==> src/rtl/local_node.sv <==
// local_node: traffic endpoint on a router's Local port.
//
// Generator side injects PACKETS single-flit packets whose value is a pseudo-random destination
// node ID (never this node's own ID). Sink side acknowledges every flit the router delivers,
// after ACK_DELAY wait cycles, and counts flits whose value differs from ID as errors.
//
// Ports:
//   clk_i          clock, all state changes on the rising edge
//   reset_i        synchronous active-high reset
//   enable_i       lets the generator count gap cycles and launch flits
//   tx_req_o       request toward router rx_req[4]
//   tx_ack_i       acknowledge from router rx_ack[4]
//   tx_data_o      flit toward router (destination node ID)
//   rx_req_i       request from router tx_req[4]
//   rx_ack_o       acknowledge toward router tx_ack[4]
//   rx_data_i      flit from router
//   sent_count_o   flits injected (saturating)
//   recv_count_o   flits received (saturating)
//   err_count_o    received flits not addressed to ID (saturating)
//   done_o         all PACKETS flits injected
//
// SIZE must not exceed 16: the candidate destination is taken from the low SIZE LFSR bits.
module local_node #(
   parameter int          ID         = -1,
   parameter int unsigned SIZE       = 8,
   parameter int unsigned NODE_COUNT = 16,
   parameter int unsigned PACKETS    = 16,
   parameter int unsigned GAP        = 4,
   parameter int unsigned ACK_DELAY  = 0,
   parameter logic [15:0] SEED       = 16'hACE1
) (
   input  logic            clk_i,
   input  logic            reset_i,
   input  logic            enable_i,
   output logic            tx_req_o,
   input  logic            tx_ack_i,
   output logic [SIZE-1:0] tx_data_o,
   input  logic            rx_req_i,
   output logic            rx_ack_o,
   input  logic [SIZE-1:0] rx_data_i,
   output logic [15:0]     sent_count_o,
   output logic [15:0]     recv_count_o,
   output logic [15:0]     err_count_o,
   output logic            done_o
);

   localparam logic [SIZE:0]   NcW     = (SIZE+1)'(NODE_COUNT);
   localparam logic [SIZE:0]   IdW     = (SIZE+1)'(ID);
   localparam logic [SIZE-1:0] IdS     = SIZE'(ID);
   localparam logic [SIZE-1:0] NextS   = SIZE'((ID + 1) % int'(NODE_COUNT));
   localparam logic [15:0]     GapW    = 16'(GAP);
   localparam logic [15:0]     PktW    = 16'(PACKETS);
   localparam logic [15:0]     AckLast = (ACK_DELAY == 0) ? 16'd0 : 16'(ACK_DELAY - 1);

   typedef enum logic [1:0] {GenIdle, GenGap, GenSend, GenDone} gen_state_e;
   typedef enum logic [1:0] {SnkIdle, SnkWait, SnkAck} snk_state_e;

   function automatic logic [15:0] sat_inc(input logic [15:0] v);
      return (v == 16'hFFFF) ? v : v + 16'd1;
   endfunction

   gen_state_e      gen_state_q, gen_state_d;
   snk_state_e      snk_state_q, snk_state_d;
   logic [15:0]     lfsr_q, lfsr_d, lfsr_next;
   logic [15:0]     gap_cnt_q, gap_cnt_d;
   logic [15:0]     dly_cnt_q, dly_cnt_d;
   logic [15:0]     sent_q, sent_d, sent_inc;
   logic [15:0]     recv_q, recv_d;
   logic [15:0]     err_q, err_d;
   logic            tx_req_q, tx_req_d;
   logic [SIZE-1:0] tx_data_q, tx_data_d;
   logic            rx_ack_q, rx_ack_d;
   logic            done_q, done_d;
   logic            lfsr_fb;
   logic [SIZE:0]   cand;
   logic [SIZE-1:0] dest;

   // Fibonacci LFSR, taps 16,14,13,11, shifting toward bit 0
   assign lfsr_fb   = lfsr_q[0] ^ lfsr_q[2] ^ lfsr_q[3] ^ lfsr_q[5];
   assign lfsr_next = {lfsr_fb, lfsr_q[15:1]};

   // Extra top bit lets NODE_COUNT reach 2^SIZE
   assign cand     = {1'b0, lfsr_q[SIZE-1:0]} % NcW;
   assign dest     = (cand == IdW) ? NextS : cand[SIZE-1:0];
   assign sent_inc = sat_inc(sent_q);

   // Generator
   always_comb begin
      gen_state_d = gen_state_q;
      gap_cnt_d   = gap_cnt_q;
      tx_data_d   = tx_data_q;
      sent_d      = sent_q;
      lfsr_d      = lfsr_q;
      unique case (gen_state_q)
         GenIdle: begin
            if (PACKETS == 0) begin
               gen_state_d = GenDone;
            end else if (enable_i) begin
               gen_state_d = GenGap;
               gap_cnt_d   = '0;
            end
         end
         GenGap: begin
            // enable_i low freezes the whole gap phase, launch included
            if (enable_i) begin
               if (gap_cnt_q == GapW) begin
                  gen_state_d = GenSend;
                  tx_data_d   = dest;
               end else begin
                  gap_cnt_d = gap_cnt_q + 16'd1;
               end
            end
         end
         GenSend: begin
            if (tx_ack_i) begin
               sent_d = sent_inc;
               lfsr_d = lfsr_next;
               if (sent_inc == PktW) begin
                  gen_state_d = GenDone;
               end else begin
                  gen_state_d = GenGap;
                  gap_cnt_d   = '0;
               end
            end
         end
         GenDone: gen_state_d = GenDone;
         default: gen_state_d = GenIdle;
      endcase
      tx_req_d = (gen_state_d == GenSend);
      done_d   = (gen_state_d == GenDone);
   end

   // Sink
   always_comb begin
      snk_state_d = snk_state_q;
      dly_cnt_d   = dly_cnt_q;
      rx_ack_d    = 1'b0;
      recv_d      = recv_q;
      err_d       = err_q;
      unique case (snk_state_q)
         SnkIdle: begin
            if (rx_req_i) begin
               if (ACK_DELAY == 0) begin
                  snk_state_d = SnkAck;
                  rx_ack_d    = 1'b1;
               end else begin
                  snk_state_d = SnkWait;
                  dly_cnt_d   = '0;
               end
            end
         end
         SnkWait: begin
            if (dly_cnt_q == AckLast) begin
               snk_state_d = SnkAck;
               rx_ack_d    = 1'b1;
            end else begin
               dly_cnt_d = dly_cnt_q + 16'd1;
            end
         end
         SnkAck: begin
            // rx_ack_o is high this cycle and the router holds rx_req, so this edge transfers
            snk_state_d = SnkIdle;
            recv_d      = sat_inc(recv_q);
            if (rx_data_i != IdS) begin
               err_d = sat_inc(err_q);
            end
         end
         default: snk_state_d = SnkIdle;
      endcase
   end

   always_ff @(posedge clk_i) begin
      if (reset_i) begin
         gen_state_q <= GenIdle;
         snk_state_q <= SnkIdle;
         lfsr_q      <= SEED;
         gap_cnt_q   <= '0;
         dly_cnt_q   <= '0;
         sent_q      <= '0;
         recv_q      <= '0;
         err_q       <= '0;
         tx_req_q    <= 1'b0;
         tx_data_q   <= '0;
         rx_ack_q    <= 1'b0;
         done_q      <= 1'b0;
      end else begin
         gen_state_q <= gen_state_d;
         snk_state_q <= snk_state_d;
         lfsr_q      <= lfsr_d;
         gap_cnt_q   <= gap_cnt_d;
         dly_cnt_q   <= dly_cnt_d;
         sent_q      <= sent_d;
         recv_q      <= recv_d;
         err_q       <= err_d;
         tx_req_q    <= tx_req_d;
         tx_data_q   <= tx_data_d;
         rx_ack_q    <= rx_ack_d;
         done_q      <= done_d;
      end
   end

   assign tx_req_o     = tx_req_q;
   assign tx_data_o    = tx_data_q;
   assign rx_ack_o     = rx_ack_q;
   assign sent_count_o = sent_q;
   assign recv_count_o = recv_q;
   assign err_count_o  = err_q;
   assign done_o       = done_q;

endmodule

==> config.mk <==
export PLATFORM = sky130hd
export DESIGN_NAME = local_node
export DESIGN_NICKNAME = d
export VERILOG_FILES = /design/src/rtl/local_node.sv
export SDC_FILE = /design/constraint.sdc
export NUM_CORES = 1
export LEC_CHECK = 0
export ABC_AREA = 1
export BUFFER_PORTS_ARGS = -buffer_cell sky130_fd_sc_hd__buf_2
export CORE_AREA = 2 2 141 143
export DETAILED_ROUTE_END_ITERATION = 10
export DIE_AREA = 0 0 143 145
export HOLD_SLACK_MARGIN = 0.08
export PLACE_DENSITY_LB_ADDON = 0.25
export SYNTH_ARGS = -nofsm -noshare
export SYNTH_HDL_FRONTEND = slang
export SYNTH_SLANG_ARGS = --single-unit
==> constraint.sdc <==
create_clock -name clk_i -period 5.9 [get_ports clk_i]
set_input_delay 0.59 -clock clk_i [delete_from_list [all_inputs] [get_ports clk_i]]
set_output_delay 0.59 -clock clk_i [all_outputs]
set_load 0.005 [all_outputs]
==> reports/results.md <==
| Group | Result | This run |
|---|---|---|
| outcome | Status | complete, no violations |
| routing | Number of design rule violations left after detail routing | 0 |
| routing | Average via count per standard cell | 4.46 |
| critical path | Beginning of the critical path | sent_count_o[0] |
| logic synthesis | Number of distinct standard cells referenced by the synthesized netlist | 40 |
| routing | Initial DRC count | 209 |
| global route | Maximum number of pins on one net before global-route repair | 43 |
| cts | Number of H-tree levels | 3 |
| cts | Clock Sinks | 90 |
| placed design | Instance area at placement | 5330 um^2 |
| global route | First-pass GRT wire length | 20700 um |
| sta | RSZ-0062 raised after global routing | false |
| routing | Residual antenna-violating net count after detailed routing | 0 |
| finish | Commonest non-fill, non-tap cell in the layout | nand2_1 |
| routing | Detailed Route WL | 12400 um |
| logic synthesis | Cells after synthesis | 684 |
| placed design | Final RePlAce weighted congestion | 0.816 |
| sta | Final worst path period share | 0.433 |
| sta | Fin Clk Skew | 0.00998 ns |
| global route | Number of global-route vias before repair | 4258 |
| sta | Number of hold-slack violations in the final timing report | 0 |
| floorplanning | Floorplan die area | 20700 um^2 |
| critical path | Type of the worst setup path | register to register |
| sta | Clock period minus worst slack | 2.56 ns |
| pwr | Leakage power summed over all cells | 2.21 nW |
| cts | Worst-case clock buffer depth | 2 |
| finish | Antenna diode instance count | 0 |
| critical path | Arrival time at the worst endpoint | 2.76 ns |
| pwr | Maximum vdd ir drop | 0.000124 V |
| pwr | PD cells | 229 nW/um^2 |
| cts | Insertion delay to the later sink of the worst-skew pair | 0.35 ns |
| min path | Worst Min Path Start | lfsr_q[11] |
| critical path | RR Startpoint | sent_count_o[0] |
| flow run | Count of maximum capacitance violations | 0 |
| sta | Relative max-transition margin | 0.362 |
| logic synthesis | Share of flip-flops with an asynchronous set or reset | 0 |
| finish | Final design utilization | 0.295 |
| global route | Initial antenna violation count | 0 |
| sta | Max-slew violation count | 0 |
| floorplanning | Die Ht | 145 um |
| floorplanning | Die Wd | 143 um |
| critical path | CP max FO | 18 |
| critical path | Worst Setup End Kind | register |
| finish | Synthesis-to-layout area growth | 18.9% |
| finish | Nets@finish | 760 |
| floorplanning | Boundary Pins | 72 |
| finish | Ratio of cells with drive above 1 in the final layout | 0.162 |
| floorplanning | Num rows | 51 |
| min path | Kind of path behind the tightest hold check | register to register |
| logic synthesis | Register area share after synthesis | 0.379 |
| cts | Number of buffers added by the clock tree synthesis step | 9 |
| cts | # resized after CTS | 0 |
| cts | Buffers inserted during post-CTS setup optimization | 0 |
| logic synthesis | Commonest register cell after synthesis | dfxtp_1 |
| logic synthesis | Average cell area after synthesis | 6.96 um^2 |
| cts | Library cell used as clock root buffer | clkbuf_16 |
| logic synthesis | Number of flip-flops and latches in the synthesized netlist | 90 |
| routing | WL/cell | 12.3 um |
| floorplanning | Starting Density | 0.248 |
| sta | Total negative slack for setup checks | 0 ns |
| logic synthesis | Number of flops mapped to enable cells by yosys | 0 |
| logic synthesis | Area of the mapped netlist | 4760 um^2 |
| routing | First-pass DRT Iterations | 5 |
| floorplanning | Core ar. | 19200 um^2 |
| sta | Highest Clock Rate | 0.391 GHz |
| critical path | Startpoint Class | register |
| finish | Highest-count cells in the layout ignoring fill and taps | nand2_1 (130), nor2_1 (90), dfxtp_1 (90) |
| sta | Final setup violation count | 0 |
| logic synthesis | Number of warnings issued by yosys | 0 |
| placed design | Number of buffer cells added on primary ports | 67 |
| critical path | CP Data Required Time | 6.10 ns |
| global route | All-Layer GR Usage | 0.122 |
| global route | Overflow left after global routing | 0 |
| cts | Number of buffers added to fix hold violations after cts | 0 |
| placed design | Post-detail-place hpwl | 8900 um |
| cts | Clock transition at path regs | 0.07 ns |
| finish | Final instance area | 5660 um^2 |
| cts | Clock tree from TritonCTS | built |
| sta | Transition time at the pin with the least slew margin | 0.956 ns |
| routing | Total number of vias | 4510 |
==> flip-flops by register name, indices dropped and copies added (netlist names), 2 cells and up <==
| name | flops |
|---|---|
| recv_count_o | 16 |
| sent_count_o | 16 |
| gap_cnt_q | 16 |
| gen_state_q | 2 |
| lfsr_q | 16 |
| err_count_o | 16 |
| tx_data_o | 4 |
==> metal layers <==
| metal | wire, um | global-route usage | vias up |
|---|---|---|---|
| met1 | 6170 | 0.169 | 2045 |
| li1 | - | - | 2378 |
| met5 | 0 | 0 | - |
| met4 | 174 | 0.0391 | 0 |
| met2 | 5620 | 0.190 | 73 |
| met3 | 461 | 0.0248 | 14 |
==> critical path: stages (launching register included) <==
cell and delay [ns]:
dfxtp_1 0.50, ha_1 0.27, nand2_2 0.08, nor2_4 0.16
nand2_4 0.11, nor2_8 0.19, inv_2 0.12, nand3_1 0.12
nor2_1 0.05, nand2_1 0.09, nor2_2 0.06, nand2_4 0.18
nand3_4 0.27, nand2_1 0.14, a21oi_1 0.07
==> power by group <==
part,switching [mW],internal (mW)
Clock,0.253,0.386
Combinational,0.0313,0.0123
Sequential,0.00364,0.611
==> cells in the mapped netlist (all sizes together), types with 6 or more instances <==
cell,instances,share of area
dfxtp,90,0.38
nor3b,7,0.011
a211oi,6,0.0095
nor4,6,0.0079
nand3,44,0.049
o21ai,38,0.040
a21oi,49,0.059
clkbuf,21,0.017
nor3,26,0.027
xor2,12,0.024
xnor2,10,0.018
nand2,144,0.12
nand4,31,0.041
nor2,97,0.084
inv,73,0.058
==> logic make-up (layout without fill, tap and decap cells) <==
family,count (synthesis),in the layout,share of synthesized area
AND/OR/NAND/NOR,359,359,0.349
AO/OA/AOI/OAI,107,107,0.130
buffers and inverters,100,160,0.0862
flip-flops,90,90,0.379
XOR/XNOR,22,22,0.0421
adder cells (fa/ha/maj),5,5,0.0131
other,1,4,0.000788
==> final timing paths <==
kind / cells past startpoint / to / slack, ns
min: 2 / lfsr_q[11] / 0.45
min reg2reg: 2 / lfsr_q[11] / 0.45
max: 14 / gap_cnt_q[4] / 3.34
max reg2reg: 14 / gap_cnt_q[4] / 3.34
==> per-stage QoR <==
stage               std cells  setup slack [ns]  hold WS [ns]  total power [mW]
detailed placement        996              3.35         0.443             0.673
CTS                      1012              3.34         0.461              1.32
global placement          996              3.42         0.441             0.673
finish                   1012              3.34         0.455              1.30
global route             1012              3.06         0.493              1.35
floorplan                 687              3.78         0.426             0.661
==> final cells by class <==
class | count | area, um^2
clock inverter | 5 | 85.1
sequential | 90 | 1800
fill | 2111 | 13600
tap | 265 | 332
clock buffer | 11 | 243
multi-input combinational | 497 | 2560
inverter | 74 | 278
timing repair buffer | 70 | 358
No activity file was read; power rests on OpenSTA's default activity.
